==> src/rtl/seg7_scan_ctrl.sv <==
// Four-digit seven-segment scan controller: drives the digit mux select, captures
// the returned nibble after a blanking interval and lights one active-low anode per slot.
module seg7_scan_ctrl #(
  parameter int SCAN_DIV     = 100000,
  parameter int BLANK_CYCLES = 1000
) (
  input  logic       clk,
  input  logic       rst_n,
  input  logic       en,
  input  logic [3:0] digit_mask,
  input  logic [3:0] dp_in,
  input  logic [3:0] mux_y,
  output logic [1:0] sel,
  output logic [3:0] an,
  output logic [6:0] seg,
  output logic       dp,
  output logic       slot_tick
);

  localparam int CW = (SCAN_DIV > 2) ? $clog2(SCAN_DIV) : 1;
  localparam logic [CW-1:0] CNT_LAST = CW'(SCAN_DIV - 1);
  localparam logic [CW-1:0] CNT_CAPT = CW'(BLANK_CYCLES - 1);

  localparam logic [3:0] AN_OFF  = 4'hF;
  localparam logic [6:0] SEG_OFF = 7'h7F;

  logic [CW-1:0] cnt_q, cnt_d;
  logic [1:0]    sel_q, sel_d;
  logic [3:0]    an_q,  an_d;
  logic [6:0]    seg_q, seg_d;
  logic          dp_q,  dp_d;
  logic          tick_q, tick_d;

  // Hex digit to active-low segments, bit order {g,f,e,d,c,b,a}.
  function automatic logic [6:0] hex_to_seg(input logic [3:0] v);
    logic [6:0] s;
    case (v)
      4'h0: s = 7'h40;
      4'h1: s = 7'h79;
      4'h2: s = 7'h24;
      4'h3: s = 7'h30;
      4'h4: s = 7'h19;
      4'h5: s = 7'h12;
      4'h6: s = 7'h02;
      4'h7: s = 7'h78;
      4'h8: s = 7'h00;
      4'h9: s = 7'h10;
      4'hA: s = 7'h08;
      4'hB: s = 7'h03;
      4'hC: s = 7'h46;
      4'hD: s = 7'h21;
      4'hE: s = 7'h06;
      default: s = 7'h0E;
    endcase
    return s;
  endfunction

  always_comb begin
    cnt_d  = cnt_q;
    sel_d  = sel_q;
    an_d   = an_q;
    seg_d  = seg_q;
    dp_d   = dp_q;
    tick_d = 1'b0;
    if (!en) begin
      cnt_d = '0;
      sel_d = 2'd0;
      an_d  = AN_OFF;
      seg_d = SEG_OFF;
      dp_d  = 1'b1;
    end else if (cnt_q == CNT_LAST) begin
      // New slot: move the mux and blank while it settles.
      cnt_d  = '0;
      sel_d  = sel_q + 2'd1;
      an_d   = AN_OFF;
      tick_d = 1'b1;
    end else begin
      cnt_d = cnt_q + CW'(1);
      if (cnt_q == CNT_CAPT) begin
        seg_d        = hex_to_seg(mux_y);
        dp_d         = ~dp_in[sel_q];
        an_d         = AN_OFF;
        an_d[sel_q]  = ~digit_mask[sel_q];
      end
    end
  end

  always_ff @(posedge clk) begin
    if (!rst_n) begin
      cnt_q  <= '0;
      sel_q  <= 2'd0;
      an_q   <= AN_OFF;
      seg_q  <= SEG_OFF;
      dp_q   <= 1'b1;
      tick_q <= 1'b0;
    end else begin
      cnt_q  <= cnt_d;
      sel_q  <= sel_d;
      an_q   <= an_d;
      seg_q  <= seg_d;
      dp_q   <= dp_d;
      tick_q <= tick_d;
    end
  end

  assign sel       = sel_q;
  assign an        = an_q;
  assign seg       = seg_q;
  assign dp        = dp_q;
  assign slot_tick = tick_q;

endmodule

==> config.mk <==
export PLATFORM = sky130hd
export DESIGN_NAME = seg7_scan_ctrl
export DESIGN_NICKNAME = d
export VERILOG_FILES = /design/src/rtl/seg7_scan_ctrl.sv
export SDC_FILE = /design/constraint.sdc
export NUM_CORES = 1
export LEC_CHECK = 0
export BUFFER_PORTS_ARGS = -buffer_cell sky130_fd_sc_hd__buf_2
export CORE_MARGIN = 10
export CORE_UTILIZATION = 57
export CTS_CLUSTER_SIZE = 12
export DETAILED_ROUTE_END_ITERATION = 16
export PLACE_DENSITY = 0.87
export REMOVE_ABC_BUFFERS = 1
export SLEW_MARGIN = 20
export SYNTH_ARGS = -nofsm -noshare
export SYNTH_HDL_FRONTEND = slang
export SYNTH_SLANG_ARGS = --single-unit
==> constraint.sdc <==
create_clock -name clk -period 2.3 [get_ports clk]
set_input_delay 0.345 -clock clk [delete_from_list [all_inputs] [get_ports clk]]
set_output_delay 0.345 -clock clk [all_outputs]
set_load 0.03 [all_outputs]
* Word level (Yosys, flattened, before mapping)
Memories as Yosys holds them, arrays and structs flattened. A register that Yosys moved wholly into a read port is not among the register bits.
Cells that the tools add are included.
Widths: inputs -> output; s select.
** Cells by class
- Add/sub/neg operators :: 2
- Magnitude comparators :: 2
- Equal/unequal tests :: 2
- Muxes and demuxes :: 7
- Bitwise logic cells :: 7
- Reduce and logical (&&, ||, !) cells :: 5
** Operators by type and width (count)
- $add 17x1->17 const B :: 1
- $eq 17x10->1 const B :: 1
- $eq 17x17->1 const B :: 1
- $not 1->1 :: 5
- $bmux 1 s2 :: 2
- $mux 1 :: 4
- $not 4->4 :: 1
- $or 4x4->4 :: 1
- $reduce_and 2->1 :: 2
- $lt 2x3->1 const B :: 1
- $reduce_or 3->1 :: 1
- $add 2x1->2 const B :: 1
- $demux 1 s2 :: 1
- $ge 2x1->1 const B :: 1
- $logic_and 1x1->1 :: 1
- $logic_not 1->1 :: 1
** Storage, ports and cells
- Register bits :: 25
- Bits in read-only memories :: 112
- Input bits :: 15
- Output and inout port bits :: 15
- Word-level logic and storage cells :: 31
- Memories kept :: 1
** Memories
- (name not given) :: words 16, bits a word 7, read ports 1, clocked after Yosys merged registers in 1, wr ports 0, RTL line 37 : case (v)

* Longest topological paths before layout
Gate-level depths: netlist (run 1).
- Depth after elaboration :: 6
- Depth in mapped cells :: 6

* Worst setup path after synthesis (run 1)
Ideal clock, no wire load.
- Path kind :: reg2reg
- Start :: register cnt_q[0]
- End :: register cnt_q[9]
- Arrival :: 1.418 ns
- Data required time :: 2.185 ns
- Setup slack :: 0.767 ns
- Cell stages (with the launch flop) :: 7
- Path buffers :: 1
- Period minus slack after synthesis :: 1.533 ns
- Cell sequence :: dfxtp_1 > ha_1 > and4_2 > nand2_1 > o21ai_4 > buf_6 > nor2_1
** Between the ends
- Cells in the longest elaborated chain, start to end :: 2
** RTL lines
- start, declared :: RTL line 27 : logic [CW-1:0] cnt_q, cnt_d;
- start signal, assigned :: RTL line 97 : cnt_q <= cnt_d;
- branches (longest 2 deep; another with $add 17x1->17)
Several ways; the timed one is not identified.
A chain may end at the register's enable or synchronous reset.

* Final worst setup path (run 1)
- Start :: register cnt_q[0]
- End :: register an_q[3], in the netlist an[3]
** Between the ends
- Cells in the longest elaborated chain, start to end :: 2
** RTL lines
- $eq 17x17->1 :: RTL line 71 : end else if (cnt_q == CNT_LAST) begin
- $reduce_or 3->1 (no line)
- end signal, assigned :: RTL line 99 : an_q <= an_d;
- end, declared :: RTL line 29 : logic [3:0] an_q, an_d;
Several ways; a longest one is shown, not always the timed one.

==> impl_metrics.json, run 1 <==
{
  "cts_sinks": 32,
  "cts_tree": "done",
  "wl_um": 3850,
  "cp-end-kind": "flip-flop",
  "core-area_um2": 3050,
  "place.gp.congestion": 0.848,
  "slew_viol_final": 0,
  "grt_pass1_vias": 1520,
  "fp-row-count": 20,
  "p_switching_mw": 0.217,
  "synthCells": 198,
  "use_met2_pct": 22.4,
  "multi_input_area_um2": 1080,
  "post-route-cell-area_um2": 2020,
  "syn_area_um2": 1810,
  "worstMarginPinSlew_ns": 0.485,
  "grt_pass1_wl_um": 6840,
  "status": "finished, final reports clean",
  "intPower_mw": 0.759,
  "ff_latch_area_um2": 641,
  "holdCritPathClass": "input pin to flip-flop",
  "routedWlPerCell_um": 14.3,
  "hold_path_startpoint": "en",
  "pwr-share-clk_pct": 36.1,
  "worstPathRequired_ns": 2.56,
  "yosys-top-cells-area": "dfxtp_1 35%, ha_1 7.6%, xnor2_1 4.8%",
  "dieArea_um2": 5830,
  "worst-path-max-fanout": 19,
  "die_h_um": 76.4,
  "crit_start": "cnt_q[0]",
  "vias": 1526,
  "insertion_delay_ns": 0.33,
  "startpoint_type": "flip-flop",
  "pre_cts_slack_ns": 0.491,
  "seqPwrFrac_pct": 57.0,
  "clockBufferDepth": 2,
  "initial_core_util_pct": 59.3,
  "area_growth_pct": 11.5,
  "synth_cell_types": 44,
  "postRouteAntennaNets": 0,
  "cp.arrival_ns": 2.09,
  "firstDrtPassIters": 4,
  "swShare_pct": 22.3,
  "yosysSeqAreaShare_pct": 35.4,
  "syn_avg_cell_area_um2": 9.14,
  "vias_per_cell": 5.65,
  "setup-tns-final_ns": 0,
  "dp_hpwl_um": 2890,
  "track_usage_pct": 13.6,
  "netlist.area_leader.share_pct": 35.4,
  "cts.clk_slew.worst_paths_ns": 0.09,
  "ir_drop_mv": 0.316,
  "layout_min_cycle_time_ns": 1.82,
  "overflow": 0,
  "cts_root_buf": "clkbuf_4",
  "rr_startpoint": "cnt_q[0]",
  "post-cts-setup-buffer-count": 0,
  "synth_top_area_cell": "dfxtp_1",
  "grt_setup_unrepaired": "false",
  "antenna_found_initial": 0,
  "ys_ff_latch": 32,
  "critPathKind": "flip-flop to flip-flop",
  "place_area_um2": 1950,
  "fmax_mhz": 548,
  "use_met1_pct": 15.6,
  "grt_start_max_net_pins": 20,
  "grtUsageMet3_pct": 5.66,
  "cts_max_level": 2,
  "drive_gt1_share_pct": 23.0,
  "final_common_cell": "dfxtp_1",
  "fin_ws_ns": 0.476,
  "io_pins": 30,
  "fin_nets": 252,
  "holdBufCountCts": 0,
  "holdWs_ns": 0.322,
  "diodes": 0,
  "drv_cap": 0,
  "power_density_nw_per_um2": 484,
  "mostFrequentLayoutCells": "32 x dfxtp_1, 29 x buf_2, 23 x nor2_1, 13 x nor3_1",
  "period_share_pct": 79.3,
  "dr.first_iter.drc_count": 77,
  "die-width_um": 76.4,
  "setup_viol": 0,
  "cts_buffers": 5,
  "p_leak_nw": 0.753,
  "yosysWarnings": 0,
  "fillers": 287,
  "finalHoldViolations": 0,
  "p_total_mw": 0.977,
  "pwr-share-comb_pct": 7.0,
  "numPortBuffers": 29,
  "cts-resized-gates": 0,
  "grt.busiest_layer": "met2",
  "drc_errors": 0,
  "clock_skew_ns": 0.00766,
  "relSlewSlack_pct": 67.5
}
flip-flops by register name, indices dropped and copies added (netlist names):
signal	flops
cnt_q	17
seg	7
an	4
sel	2
dp	1
slot_tick	1
path summary, 6_finish.rpt:
path	to	slack (ns)	cells past startpoint
max	an[3]	0.48	5
min reg2reg	cnt_q[0]	0.45	1
min	cnt_q[2]	0.32	3
max reg2reg	an[3]	0.48	5
power by group through the flow:
stage	combinational, mW	sequential, mW	clock [mW]
finish	0.0682	0.556	0.352
detailed placement	0.0676	0.569	0
CTS	0.0683	0.556	0.361
global route	0.0766	0.557	0.383
global placement	0.0659	0.569	0
floorplan	0.0397	0.569	0
synth_stat cells (all sizes together):
library cell / count
and4: 4
nor3: 14
nor2: 23
nand2: 12
and4b: 1
mux2i: 3
and2: 1
nand3: 7
a22oi: 2
mux4: 3
clkbuf: 3
o21bai: 4
dfxtp: 32
and3: 1
o21a: 2
and4bb: 1
a2111oi: 2
a21oi: 11
or3b: 1
mux2: 2
nor2b: 2
a32oi: 1
o21ai: 10
nand4: 6
o41ai: 1
buf: 6
nor4: 4
o211ai: 4
ha: 11
xor2: 4
xnor2: 10
nor4bb: 1
inv: 8
or3: 1
final cells by class:
type | count | area share (%)
inverter | 8 | 1.49
clock buffer | 7 | 3.22
sequential | 32 | 31.7
tap | 44 | 2.73
multi-input combinational | 149 | 53.3
timing repair buffer | 30 | 7.56
metal layers:
metal	vias to the layer above	routed length (um)
met5	-	0
met4	0	55
met3	7	196
met2	30	1890
met1	722	1710
li1	767	-
kinds of logic after synthesis:
| family | Yosys count | share of synthesized area [%] |
|---|---|---|
| adders and majority gates | 11 | 7.60 |
| and+or+nand+nor | 79 | 25.1 |
| xor gates and xnor gates | 14 | 6.77 |
| DFF | 32 | 35.4 |
| AOI/OAI and AO/OA | 37 | 13.3 |
| muxes | 8 | 6.63 |
| buffers and inverters | 17 | 5.18 |
metrics by stage:
step                cells  util, %
global route          270     66.1
floorplan             189        -
detailed placement    263     64.0
CTS                   270     66.1
global placement      263     64.0
finish                270     66.1
critical path, cell delays in order, from the launching register on:
cell      delay [ns]
dfxtp_1         0.36
ha_1            0.26
and4_2          0.30
nand2_1         0.17
o21ai_4         0.47
o21bai_1        0.19
Note: power is estimated with default switching activity, not from simulation.
==> run 2: changes to the inputs <==
--- a/config.mk
+++ b/config.mk
@@ -7,10 +7,10 @@
 export LEC_CHECK = 0
 export BUFFER_PORTS_ARGS = -buffer_cell sky130_fd_sc_hd__buf_2
 export CORE_MARGIN = 10
-export CORE_UTILIZATION = 57
+export CORE_UTILIZATION = 55
 export CTS_CLUSTER_SIZE = 12
 export DETAILED_ROUTE_END_ITERATION = 16
-export PLACE_DENSITY = 0.87
+export PLACE_DENSITY = 0.84
 export REMOVE_ABC_BUFFERS = 1
 export SLEW_MARGIN = 20
 export SYNTH_ARGS = -nofsm -noshare
==> constraint.sdc (replaced) <==
create_clock -name clk -period 1.7 [get_ports clk]
set_input_delay 0.255 -clock clk [delete_from_list [all_inputs] [get_ports clk]]
set_output_delay 0.255 -clock clk [all_outputs]
set_load 0.03 [all_outputs]
==> run 2 against run 1 <==
Against the previous run:
- cell area grew 4.1%
- die area grew 2.7%
- sequential share of layout area shrank 1.2 points
- final cell count grew 4.8%
- routed wire length grew 3.5%
- via count grew 4.1%
- sequential cell count is the same
- clock skew grew 0.0029 ns
- non-clock buffer count grew 13
- global-route usage is essentially flat
- fmax grew 13%
==> impl_metrics.json, run 2 (synthesized netlist as in run 1, its figures left out) <==
{
  "ir_drop_mv": 0.446,
  "die-width_um": 77.4,
  "p_total_mw": 1.26,
  "cts_max_level": 2,
  "wl_um": 3980,
  "die_h_um": 77.4,
  "pre_cts_slack_ns": 0.0291,
  "post-route-cell-area_um2": 2100,
  "antenna_found_initial": 0,
  "worst-path-max-fanout": 7,
  "worstMarginPinSlew_ns": 0.406,
  "finalHoldViolations": 0,
  "drc_errors": 0,
  "layout_min_cycle_time_ns": 1.62,
  "power_density_nw_per_um2": 599,
  "cts.clk_slew.worst_paths_ns": 0.10,
  "postRouteAntennaNets": 0,
  "setup_viol": 0,
  "holdBufCountCts": 0,
  "vias_per_cell": 5.61,
  "dieArea_um2": 5990,
  "pwr-share-clk_pct": 32.4,
  "fillers": 274,
  "intPower_mw": 0.950,
  "startpoint_type": "flip-flop",
  "fin_nets": 265,
  "place_area_um2": 2050,
  "pwr-share-comb_pct": 7.9,
  "cp.arrival_ns": 1.85,
  "grt_start_max_net_pins": 13,
  "top_register": "cnt_q",
  "clockBufferDepth": 2,
  "dp_hpwl_um": 3120,
  "cts_tree": "done",
  "largest_reg_flops": 17,
  "cts_buffers": 5,
  "fin_ws_ns": 0.0849,
  "grt_pass1_vias": 1527,
  "relSlewSlack_pct": 72.7,
  "multi_input_area_um2": 1080,
  "firstDrtPassIters": 4,
  "dr.first_iter.drc_count": 118,
  "grt_setup_unrepaired": "true",
  "period_share_pct": 95.0,
  "io_pins": 30,
  "drive_gt1_share_pct": 27.2,
  "worstPathRequired_ns": 1.93,
  "mostFrequentLayoutCells": "32 x dfxtp_1, 29 x buf_2, 23 x nor2_1, 14 x buf_4, 13 x nor3_1",
  "fp-row-count": 20,
  "p_leak_nw": 0.807,
  "numPortBuffers": 29,
  "overflow": 0,
  "swShare_pct": 24.6,
  "diodes": 0,
  "grt_pass1_wl_um": 6720,
  "ff_latch_area_um2": 641,
  "place.gp.congestion": 0.866,
  "seqPwrFrac_pct": 59.7,
  "fin_util_pct": 67.7,
  "setup-tns-final_ns": 0,
  "p_switching_mw": 0.310,
  "area_growth_pct": 16.1,
  "track_usage_pct": 13.6,
  "cp-end-kind": "flip-flop",
  "cts_sinks": 32,
  "core-area_um2": 3100,
  "initial_core_util_pct": 58.3,
  "drv_cap": 0,
  "status": "finished, final reports clean",
  "routedWlPerCell_um": 14.1,
  "final_common_cell": "dfxtp_1",
  "critPathKind": "flip-flop to flip-flop",
  "fmax_mhz": 619,
  "slew_viol_final": 0,
  "insertion_delay_ns": 0.34,
  "cts_root_buf": "clkbuf_4",
  "clock_skew_ns": 0.0106,
  "vias": 1588,
  "holdCritPathClass": "input pin to flip-flop"
}
-- run 2: cell types whose count changed in the layout (fill, tap and decap cells not counted) --
cell | before | now
buf_4 | 1 | 14
clkbuf_8 | 2 | 0
a2111oi_0 | 2 | 1
a2111oi_1 | 0 | 1
and4_1 | 2 | 1
and4_4 | 0 | 1
clkbuf_1 | 0 | 1
clkinv_2 | 0 | 1
-- run 2: layer usage --
metal	share of wire (%)	track usage, %	vias up	routed length, um
li1	-	-	797	-
met4	1.4	4.38	0	55
met1	47	16.0	747	1880
met3	6.0	5.99	6	238
met5	0	0	-	0
met2	45	21.6	38	1810
-- run 2: path summary, 6_finish.rpt --
path                            slack [ns]  depth (start not counted)       end       from
worst max-delay path                  0.08                          5  cnt_q[9]  cnt_q[12]
worst min-delay path                  0.24                          3  cnt_q[2]         en
worst max register to register        0.08                          5  cnt_q[9]  cnt_q[12]
worst min register to register        0.45                          1  cnt_q[0]   cnt_q[0]
-- run 2: worst max-delay path, stage by stage, from the launching register on --
cell     delay, ns
dfxtp_1       0.38
nor4_4        0.44
nand4_4       0.21
o21ai_4       0.24
buf_4         0.19
nor2_1        0.05
-- run 2: cell type report --
type	instances	area share, %
Sequential cell	32	30.5
Clock inverter	1	0.238
Tap cell	44	2.62
Inverter	8	1.43
Clock buffer	6	1.96
Timing Repair Buffer	43	11.9
Multi-Input combinational cell	149	51.4
-- run 2: power by group through the flow --
stage	clock network (mW)	registers (mW)	logic [mW]
5_1_grt	0.450	0.753	0.110
3_3_place_gp	0	0.770	0.0948
4_1_cts	0.418	0.753	0.0990
3_5_place_dp	0	0.770	0.0986
6_report	0.408	0.753	0.0995
2_1_floorplan	0	0.770	0.0537
-- run 2: metrics by stage --
stage / hold WS, ns / cells
floorplan: 0.418 / 189
global placement: 0.427 / 276
detailed placement: 0.436 / 276
CTS: 0.226 / 283
global route: 0.240 / 283
finish: 0.236 / 283
-- run 2: what timing repair did --
action / CTS / global route
endpoints found under the setup margin: 0 / 12
buffers inserted: 0 / 0
gates resized for setup: 0 / 3
==> run 3: changes to the inputs <==
==> constraint.sdc (replaced) <==
create_clock -name clk -period 1.82 [get_ports clk]
set_input_delay 0.273 -clock clk [delete_from_list [all_inputs] [get_ports clk]]
set_output_delay 0.273 -clock clk [all_outputs]
set_load 0.03 [all_outputs]
==> run 3 against run 2 <==
Against the previous run:
- core utilization down 1.6 points
- count of clock-buffer cells in the layout down 1
- sequential power down 6.6%
- routed wire length down 0.90%
- largest cell class unchanged
==> impl_metrics.json, run 3 (synthesized netlist as in run 1, its figures left out) <==
{
  "firstDrtPassIters": 4,
  "worst-path-max-fanout": 15,
  "p_total_mw": 1.15,
  "cts_sinks": 32,
  "vias_per_cell": 5.59,
  "drc_errors": 0,
  "cp.arrival_ns": 1.92,
  "slew_viol_final": 0,
  "antenna_found_initial": 0,
  "clock_skew_ns": 0.0178,
  "core-area_um2": 3100,
  "grt_pass1_vias": 1524,
  "layout_min_cycle_time_ns": 1.70,
  "power_density_nw_per_um2": 562,
  "overflow": 0,
  "fin_nets": 257,
  "cp_cell_sequence": "nor4_4, buf_4, nand4_4, o21ai_4, buf_12, nor2_1",
  "fp-row-count": 20,
  "grt_start_max_net_pins": 16,
  "vias": 1525,
  "finalHoldViolations": 0,
  "die_h_um": 77.4,
  "worstPathRequired_ns": 2.04,
  "top_register": "cnt_q",
  "die-width_um": 77.4,
  "cts_root_buf": "clkbuf_4",
  "insertion_delay_ns": 0.34,
  "holdWs_ns": 0.263,
  "whs_endpoint": "sel[0]",
  "cts.clk_slew.worst_paths_ns": 0.09,
  "cp_slowest_stage_delay_ns": 0.39,
  "drive_gt1_share_pct": 25.3,
  "cp-end-kind": "flip-flop",
  "grt_setup_unrepaired": "false",
  "setup-tns-final_ns": 0,
  "crit_slowest_cell": "dfxtp_1",
  "hold_path_depth": 3,
  "track_usage_pct": 13.1,
  "ir_drop_mv": 0.392,
  "place_inst": 268,
  "p_leak_nw": 0.764,
  "startpoint_type": "flip-flop",
  "mostFrequentLayoutCells": "32 x dfxtp_1, 29 x buf_2, 23 x nor2_1, 13 x nor3_1",
  "routedWlPerCell_um": 14.5,
  "holdCritPathClass": "input pin to flip-flop",
  "hold_path_startpoint": "en",
  "dp_hpwl_um": 2990,
  "area_growth_pct": 13.3,
  "r2r_end": "cnt_q[0]",
  "wl_um": 3950,
  "io_pins": 30,
  "cts_tree": "done",
  "diodes": 0,
  "fin_cells": 273,
  "worstMarginPinSlew_ns": 0.459,
  "postRouteAntennaNets": 0,
  "initial_core_util_pct": 58.3,
  "dieArea_um2": 5990,
  "cts_buffers": 5,
  "rr_startpoint": "cnt_q[11]",
  "grt_pass1_wl_um": 6620,
  "fmax_mhz": 588,
  "period_share_pct": 93.5,
  "critPathKind": "flip-flop to flip-flop",
  "rrSetupSlack_ns": 0.12,
  "reg2reg_depth": 6,
  "final_common_cell": "dfxtp_1",
  "numPortBuffers": 29,
  "dr.first_iter.drc_count": 138,
  "setup_viol": 0,
  "fin_util_pct": 66.1,
  "status": "finished, final reports clean",
  "place.gp.congestion": 0.895,
  "largest_reg_flops": 17,
  "cts_max_level": 2,
  "relSlewSlack_pct": 69.4,
  "drv_cap": 0,
  "clockBufferDepth": 2
}
## run 3: layout make-up
type	count	area, um2
sequential	32	641
inverter	8	30.0
clock buffer	5	37.5
multi-input combinational	149	1090
tap	44	55.1
timing repair buffer	35	203
fill	281	1050
## run 3: routing by layer
layer  wire (um)  share of wire [%]  global-route usage, %
met1        1860                 47                   15.1
met2        1830                 46                   21.2
met3         215                5.4                   4.72
met4          44                1.1                   6.20
met5           0                  0                      0
## run 3: how the worst max path moves through the flow
| stage | slack (ns) | cells after the start | start | end |
|---|---|---|---|---|
| floorplan | 0.23 | 4 | cnt_q[5] | seg[0] |
| global placement | 0.12 | 5 | cnt_q[0] | dp |
| detailed placement | 0.04 | 5 | cnt_q[0] | dp |
| CTS | 0.03 | 5 | cnt_q[0] | seg[6] |
| global route | 0.02 | 6 | cnt_q[11] | cnt_q[15] |
| finish | 0.12 | 6 | cnt_q[11] | cnt_q[0] |
## run 3: what timing repair did
item	CTS	global route
gates resized for setup	0	3
setup buffers	0	0
hold buffers	0	0
endpoints found under the setup margin	0	16
## run 3: critical path: cells and delay by family, from the launching register on
family                 cells  cell delay, ns
buffers and inverters      2            0.36
AND/OR/NAND/NOR            3            0.58
AO/OA/AOI/OAI              1            0.26
flip-flops                 1            0.39
## run 3: report_power, final
group / internal [mW] / leakage [nW] / total [mW] / switching, mW
clock network: 0.129 / 0.0230 / 0.358 / 0.229
logic: 0.0433 / 0.483 / 0.0913 / 0.0481
registers: 0.702 / 0.258 / 0.703 / 0.00160
total: 0.874 / 0.764 / 1.15 / 0.279
## run 3: metrics by stage
stage               area (um2)  setup WS [ns]
finish                    2050          0.119
floorplan                 1750          0.231
CTS                       2040         0.0296
global route              2050         0.0236
detailed placement        2000         0.0394
global placement          2000          0.117
